[src/rtl/alu_pkg.sv]
// alu_pkg: op-code and FSM state encodings shared by the ALU control sequencer
package alu_pkg;
  localparam int W = 32;
  localparam int ITER = 32;
  typedef enum logic [2:0] {
    OP_AND = 3'b000,
    OP_OR  = 3'b001,
    OP_XOR = 3'b010,
    OP_NOR = 3'b011,
    OP_LT  = 3'b100,
    OP_ADD = 3'b101,
    OP_SUB = 3'b110,
    OP_MOD = 3'b111
  } op_e;
  typedef enum logic [1:0] {
    IDLE     = 2'd0,
    EXEC     = 2'd1,
    MOD_LOOP = 2'd2,
    DONE     = 2'd3
  } state_e;
endpackage

[src/rtl/mod_restoring_32bit.sv]
// mod_restoring_32bit: restoring remainder datapath, one dividend bit per step, MSB first
module mod_restoring_32bit
  import alu_pkg::*;
(
  input  logic         clk,
  input  logic         reset,
  input  logic         init,
  input  logic         step,
  input  logic [W-1:0] a,
  input  logic [W-1:0] b,
  output logic [W-1:0] rem,
  output logic         last
);
  logic [5:0]   count;
  logic [4:0]   idx;
  logic [W:0]   shifted;
  logic [W:0]   diff;
  logic [W-1:0] rem_next;
  // shift in the next dividend bit and conditionally subtract; the shifted value
  // keeps its carry bit so divisors above 2^31 still compare correctly, and the
  // borrow out of the 33-bit difference means shifted < b
  always_comb begin
    idx      = 5'(ITER - 1) - count[4:0];
    shifted  = {rem, a[idx]};
    diff     = shifted - {1'b0, b};
    rem_next = diff[W] ? shifted[W-1:0] : diff[W-1:0];
    last     = count == 6'(ITER - 1);
  end
  // remainder and iteration count; the FSM leaves after the 32nd step so count never wraps
  always_ff @(posedge clk or posedge reset) begin
    if (reset) begin
      rem   <= '0;
      count <= '0;
    end else if (init) begin
      rem   <= '0;
      count <= '0;
    end else if (step) begin
      rem   <= rem_next;
      count <= count + 6'd1;
    end
  end
endmodule

[src/rtl/alu_ctrl_sequencer.sv]
// alu_ctrl_sequencer: sequences one ALU operation through an external result mux, with a multi-cycle mod
module alu_ctrl_sequencer
  import alu_pkg::*;
(
  input  logic         clk,
  input  logic         reset,
  input  logic         start,
  input  logic [2:0]   alu_op,
  input  logic [W-1:0] A,
  input  logic [W-1:0] B,
  input  logic [W-1:0] result_in,
  output logic [2:0]   s,
  output logic [W-1:0] mod_result,
  output logic [W-1:0] result,
  output logic         busy,
  output logic         done
);
  state_e       state;
  state_e       state_next;
  logic [W-1:0] a_latched;
  logic [W-1:0] b_latched;
  logic         accept;
  logic         last;
  assign accept = (state == IDLE) && start;
  // state register
  always_ff @(posedge clk or posedge reset) begin
    if (reset) state <= IDLE;
    else state <= state_next;
  end
  // next-state: mod detours through the remainder loop before the common EXEC/DONE tail
  always_comb begin
    state_next = state;
    case (state)
      IDLE:     state_next = start ? ((alu_op == OP_MOD) ? MOD_LOOP : EXEC) : IDLE;
      EXEC:     state_next = DONE;
      MOD_LOOP: state_next = last ? EXEC : MOD_LOOP;
      DONE:     state_next = IDLE;
      default:  state_next = IDLE;
    endcase
  end
  // status outputs decoded from state
  always_comb begin
    busy = state != IDLE;
    done = state == DONE;
  end
  // operand/select latches load only on acceptance; result captures the mux during EXEC
  always_ff @(posedge clk or posedge reset) begin
    if (reset) begin
      s         <= '0;
      a_latched <= '0;
      b_latched <= '0;
      result    <= '0;
    end else begin
      if (accept) begin
        s         <= alu_op;
        a_latched <= A;
        b_latched <= B;
      end
      if (state == EXEC) result <= result_in;
    end
  end
  // remainder is cleared only when a mod is accepted so mod_result holds across other ops
  mod_restoring_32bit u_mod (
    .clk   (clk),
    .reset (reset),
    .init  (accept && (alu_op == OP_MOD)),
    .step  (state == MOD_LOOP),
    .a     (a_latched),
    .b     (b_latched),
    .rem   (mod_result),
    .last  (last)
  );
endmodule
[config.mk]
export PLATFORM = sky130hd
export DESIGN_NAME = alu_ctrl_sequencer
export DESIGN_NICKNAME = d
export VERILOG_FILES = /design/src/rtl/alu_pkg.sv /design/src/rtl/mod_restoring_32bit.sv /design/src/rtl/alu_ctrl_sequencer.sv
export SDC_FILE = /design/constraint.sdc
export NUM_CORES = 1
export LEC_CHECK = 0
export BUFFER_PORTS_ARGS = -buffer_cell sky130_fd_sc_hd__buf_4
export CAP_MARGIN = 20
export CELL_PAD_IN_SITES_DETAIL_PLACEMENT = 0
export CELL_PAD_IN_SITES_GLOBAL_PLACEMENT = 1
export CORE_UTILIZATION = 35
export DETAILED_ROUTE_END_ITERATION = 10
export PLACE_DENSITY = 0.71
export SLEW_MARGIN = 20
export SYNTH_ARGS = -nofsm -noshare
export SYNTH_HDL_FRONTEND = slang
export SYNTH_SLANG_ARGS = --single-unit
[constraint.sdc]
create_clock -name clk -period 6 [get_ports clk]
set_input_delay 0.9 -clock clk [delete_from_list [all_inputs] [get_ports clk]]
set_output_delay 0.9 -clock clk [all_outputs]
set_load 0.005 [all_outputs]
Word-level counts from Yosys, hierarchy flattened
Cells that the tools add are included.
{ "word_totals": {"wordCells": 32, "regBits": 139} }
{ "op_classes": {"reduce_logical": 5, "muxes": 11, "add_sub_neg": 3, "n_lt_le_gt_ge": 1, "n_eq_ne": 5} }
{ "ops": {"columns": ["operator", "count"], "rows": [
  ["$mux W32", 3],
  ["$sub A33 B32 Y33", 1],
  ["$mux W6", 2],
  ["$pmux W2 S4", 1],
  ["$add A6 B1 Y6 const B", 1],
  ["$eq A6 B5 Y1 const B", 1],
  ["$lt A5 B6 Y1 const B", 1],
  ["$mux W2", 3],
  ["$bmux W1 S5", 1],
  ["$sub A5 B5 Y5 const A", 1],
  ["$eq A2 B2 Y1 const B", 2],
  ["$reduce_bool A2 Y1", 2],
  ["$eq A3 B3 Y1 const B", 1],
  ["$eq A2 B1 Y1 const B", 1],
  ["$logic_and A1 B1 Y1", 2],
  ["$logic_not A2 Y1", 1],
  ["$mux W1", 1]
]} }

Logic depth before layout (Yosys ltp)
{ "depth": {"ltp_word": 7, "depth_mapped": 19, "ltp_nobuf": 16} }

Modules after synthesis
Synthesis repeated with hierarchy kept, for this count alone.
{ "unflattened": {"cells_unflattened": 742, "area_unflattened_um2": 7996.4} }
{ "modules_own_cells": {"columns": ["mod", "area_each_um2", "cells_each", "seq_area_each_um2", "instances"], "rows": [
  ["mod_restoring_32bit", 4187.8, 518, 950.9, 1],
  ["alu_ctrl_sequencer", 3808.7, 224, 2527.4, 1]
]} }

Least setup slack after synthesis
Ideal clock, no wire load.
{ "synth_timing": {"kind": "register to register", "from": "register u_mod.count[0]", "to": "register u_mod.rem[31]", "path_slack_ns": 1.568, "path_buffers": 2, "required_time_ns": 5.869, "arrival_ns": 4.301, "setup_time_ns": 0.131, "path_stages_with_launch": 17, "path_cell_list": "dfrtp_1 buf_1 mux4_2 mux4_2 a21oi_1 ha_1 fa_1 nand2b_1 a21oi_1 o2111a_1 nor3_2 o31ai_1 or3_4 and2_1 buf_6 and4_4 or3_1"} }
{ "synth_between": {"elab_chain_len": 7} }
{ "synth_lines": {"columns": ["item", "line_no", "rtl"], "rows": [
  ["start, declared", "mod_restoring_32bit.sv:14", "logic [5:0] count;"],
  ["start signal, assigned", "mod_restoring_32bit.sv:39", "count <= count + 6'd1;"],
  ["$sub A5 B5 Y5", "mod_restoring_32bit.sv:23", "idx = 5'(ITER - 1) - count[4:0];"],
  ["$bmux W1 S5", "mod_restoring_32bit.sv:24", "shifted = {rem, a[idx]};"],
  ["$mux W1 (implied by the code)", "mod_restoring_32bit.sv:24", null],
  ["$sub A33 B32 Y33", "mod_restoring_32bit.sv:25", "diff = shifted - {1'b0, b};"],
  ["$mux W32", "mod_restoring_32bit.sv:26", "rem_next = diff[W] ? shifted[W-1:0] : diff[W-1:0];"],
  ["$mux W32", "mod_restoring_32bit.sv:37", "end else if (step) begin"],
  ["$mux W32", "mod_restoring_32bit.sv:34", "end else if (init) begin"],
  ["end signal, assigned", "mod_restoring_32bit.sv:38", "rem <= rem_next;"],
  ["end, declared", "mod_restoring_32bit.sv:11", "output logic [W-1:0] rem,"]
]} }
No other way between the ends. The select of a mux whose other input is x is not followed.
A chain may end at the register's enable or synchronous reset.

Worst setup path in the final report
Ends and elaborated chain as after synthesis.

==> impl_metrics.toml <==
[die]
dieWidth_um = 147.5
dieArea_um2 = 21750
rows = 52
coreArea_um2 = 20490
boundaryPins = 171
die_h_um = 147.5
start_util = 0.3614

[sta]
finalCritPeriodShare = 0.8616
tightest_slew_ns = 1.044
finalClockSkew_ns = 0.008881
rsz0062_at_grt = "false"
clock.fmax_ghz = 0.1934
finalCriticalPeriod_ns = 5.170
drv_slew = 0
setup_viol = 0
tns_ns = 0
finalHoldWorstSlack_ns = 0.5027
slew_headroom = 0.3041
finalHoldViolCount = 0

[detailed_routing]
wl_mm = 17.95
vias_per_cell = 4.912
vias = 5629
wl_per_cell_um = 15.66
dr.pass1.iters = 6
detail_route.iter0.violations = 208
ant_nets = 0
drc = 0

[worst_setup_path]
cp.arrival_ns = 5.46
worstSetupEndpointType = "flip-flop"
cp-start-kind = "flip-flop"
crit_type = "flip-flop to flip-flop"
crit_required_ns = 6.29
worstPathMaxFanout = 36

[global_routing]
overflow = 0
antenna_found_initial = 0
grt_max_degree = 89
grt_pass1_vias = 5941
grtUsageTotal = 0.1744
grt_pass1_wl_mm = 30.34

[power]
ir_drop_v = 0.0002979
p_comb_frac = 0.559
switching_share = 0.3954
switching_power_w = 0.002564
power_frac_seq = 0.268
power_leakage_nw = 4.474
power.internal_w = 0.003920
power_density_nw_per_um2 = 676.8
power_frac_clock = 0.173

[clock_tree]
root_buffer = "clkbuf_16"
clkTransAtPathRegs_ns = 0.06
clock_latency_ns = 0.42
h-tree-depth = 4
clk_path_buf_depth = 2
cts_resized = 0
numClockSinks = 139
cts_tree = "yes"
post_cts_buffers = 0
cts_buffers = 17
ctsHoldBuffers = 0

[cells_and_area]
final_layout_size_suffix_gt1_frac = 0.3402
layout_commonest_cell = "buf_4"
mostFrequentLayoutCells = "buf_4 (175), dfrtp_1 (139), nand2_1 (92)"
n_antenna_cell = 0
syn_to_final_growth_pct = 29.34
fin_nets = 1001

[min_path]
min_path_type = "flip-flop to flip-flop"

[place]
portBuffers = 170
gp_congestion = 0.7569
dp_hpwl_mm = 13.06

[synthesis]
synthesis.instances = 703
synth.area.top_cells = "dfrtp_1 (47%), mux2_2 (10%), ha_1 (5.6%)"
ys_seq_area_frac = 0.4696
synth_top_area_frac = 0.4696
ys_seq_elements = 139
synth_enable_flop_cells = 0
synth_area_leader_cell = "dfrtp_1"
syn_area_per_cell_um2 = 10.54
netlist_area_um2 = 7407
yosysWarnings = 0
synthesis.nets = 839
ys_types = 56
synthFlopType = "dfrtp_1"
async_reset_ff_frac = 1.000

[job]
max_cap_violations = 0

[status]
status = "complete, no violations"
==> path summary, 6_finish.rpt <==
check                                            from                        end  slack [ns]  cells after the start
max                        u_mod.count[0]$_DFFE_PP0P_  u_mod.rem[31]$_DFFE_PP0P_        0.83                     14
max reg2reg                u_mod.count[0]$_DFFE_PP0P_  u_mod.rem[31]$_DFFE_PP0P_        0.83                     14
min                         a_latched[14]$_DFFE_PP0P_  a_latched[14]$_DFFE_PP0P_        0.50                      1
min in group asynchronous                       reset     result[11]$_DFFE_PP0P_        0.59                      2
max in group asynchronous                       reset   b_latched[9]$_DFFE_PP0P_        4.17                      3
min reg2reg                 a_latched[14]$_DFFE_PP0P_  a_latched[14]$_DFFE_PP0P_        0.50                      1
==> Yosys cell counts, types with 2 or more instances <==
master and count:
a211oi_1 5, a21boi_0 2, a21o_1 12, a21oi_1 32, a22o_1 3, a2bb2oi_1 3
a31oi_1 4, a41oi_1 2, and2_1 3, and3_1 2, buf_1 4, buf_2 2
buf_4 2, clkbuf_1 24, dfrtp_1 139, ha_1 33, inv_1 39, mux2_2 68
mux2i_1 27, mux4_2 9, nand2_1 92, nand2b_1 7, nand3_1 10, nand4_1 3
nor2_1 21, nor2b_1 4, nor3_1 5, nor4b_1 2, o2111ai_1 2, o211ai_1 5
o21a_1 5, o21ai_0 76, o21bai_1 2, o2bb2ai_1 2, o31ai_1 2, or2_2 3
or3_1 2, xnor2_1 17, xor2_1 11
==> logic make-up (layout without fill, tap and decap cells) <==
logic type | Yosys count | after routing | synth area share
AOI/OAI and AO/OA | 163 | 163 | 0.1313
xor gates and xnor gates | 28 | 28 | 0.03311
adders and majority gates | 34 | 34 | 0.05845
buffers and inverters | 72 | 245 | 0.03885
DFF | 139 | 139 | 0.4696
muxes | 104 | 104 | 0.1672
and+or+nand+nor | 163 | 163 | 0.1015
==> metal layers <==
metal  GRT usage  part of all wire  vias up
li1            -                 -     2805
met1      0.2350              0.48     2681
met2      0.2733              0.45      131
met3     0.05710             0.066       12
met4     0.03711            0.0072        0
met5           0                 0        -
==> state kept, by name, summed over array words and instances, names as in the netlist <==
register     count
state            2
s                3
u_mod.rem       32
a_latched       32
b_latched       32
result          32
u_mod.count      6
==> layout make-up <==
cell class	count	area [um^2]
Multi-Input combinational cell	492	3655
Inverter	39	151.4
Sequential cell	139	3478
Tap cell	270	337.8
Clock buffer	17	425.4
Timing Repair Buffer	176	1341
Clock inverter	13	191.4
Fill cell	1933	10910
==> worst max-delay path: stages, from the launching register on <==
cell and delay (ns):
dfrtp_1 0.71, mux4_2 0.57, mux4_2 0.47, a21oi_1 0.23, ha_1 0.22, fa_1 0.21, nand2b_1 0.14, a21oi_1 0.13
o2111a_1 0.30, nor3_2 0.18, o31ai_1 0.13, o21ai_0 0.33, and2_2 0.92, o21ai_0 0.18, or3_1 0.33
==> metrics by stage <==
step | worst slack (ns) | util | total power [W] | std cells | area, um^2
floorplan | 1.375 | - | 0.004365 | 703 | 7407
global placement | 0.8561 | 0.4360 | 0.005375 | 1115 | 8936
detailed placement | 0.7772 | 0.4360 | 0.005409 | 1115 | 8936
CTS | 0.7649 | 0.4661 | 0.006560 | 1145 | 9553
global route | 0.3684 | 0.4675 | 0.007085 | 1146 | 9580
finish | 0.8301 | 0.4675 | 0.006484 | 1146 | 9580
==> power by group through the flow <==
stage	combinational (W)	clock, W	sequential [W]
after floorplan	0.00270	0	0.00167
after global placement	0.00362	0	0.00176
after detailed placement	0.00365	0	0.00176
after CTS	0.00366	0.00115	0.00175
after global routing	0.00408	0.00119	0.00182
final	0.00362	0.00112	0.00174
Note: power is estimated with default switching activity, not from simulation.
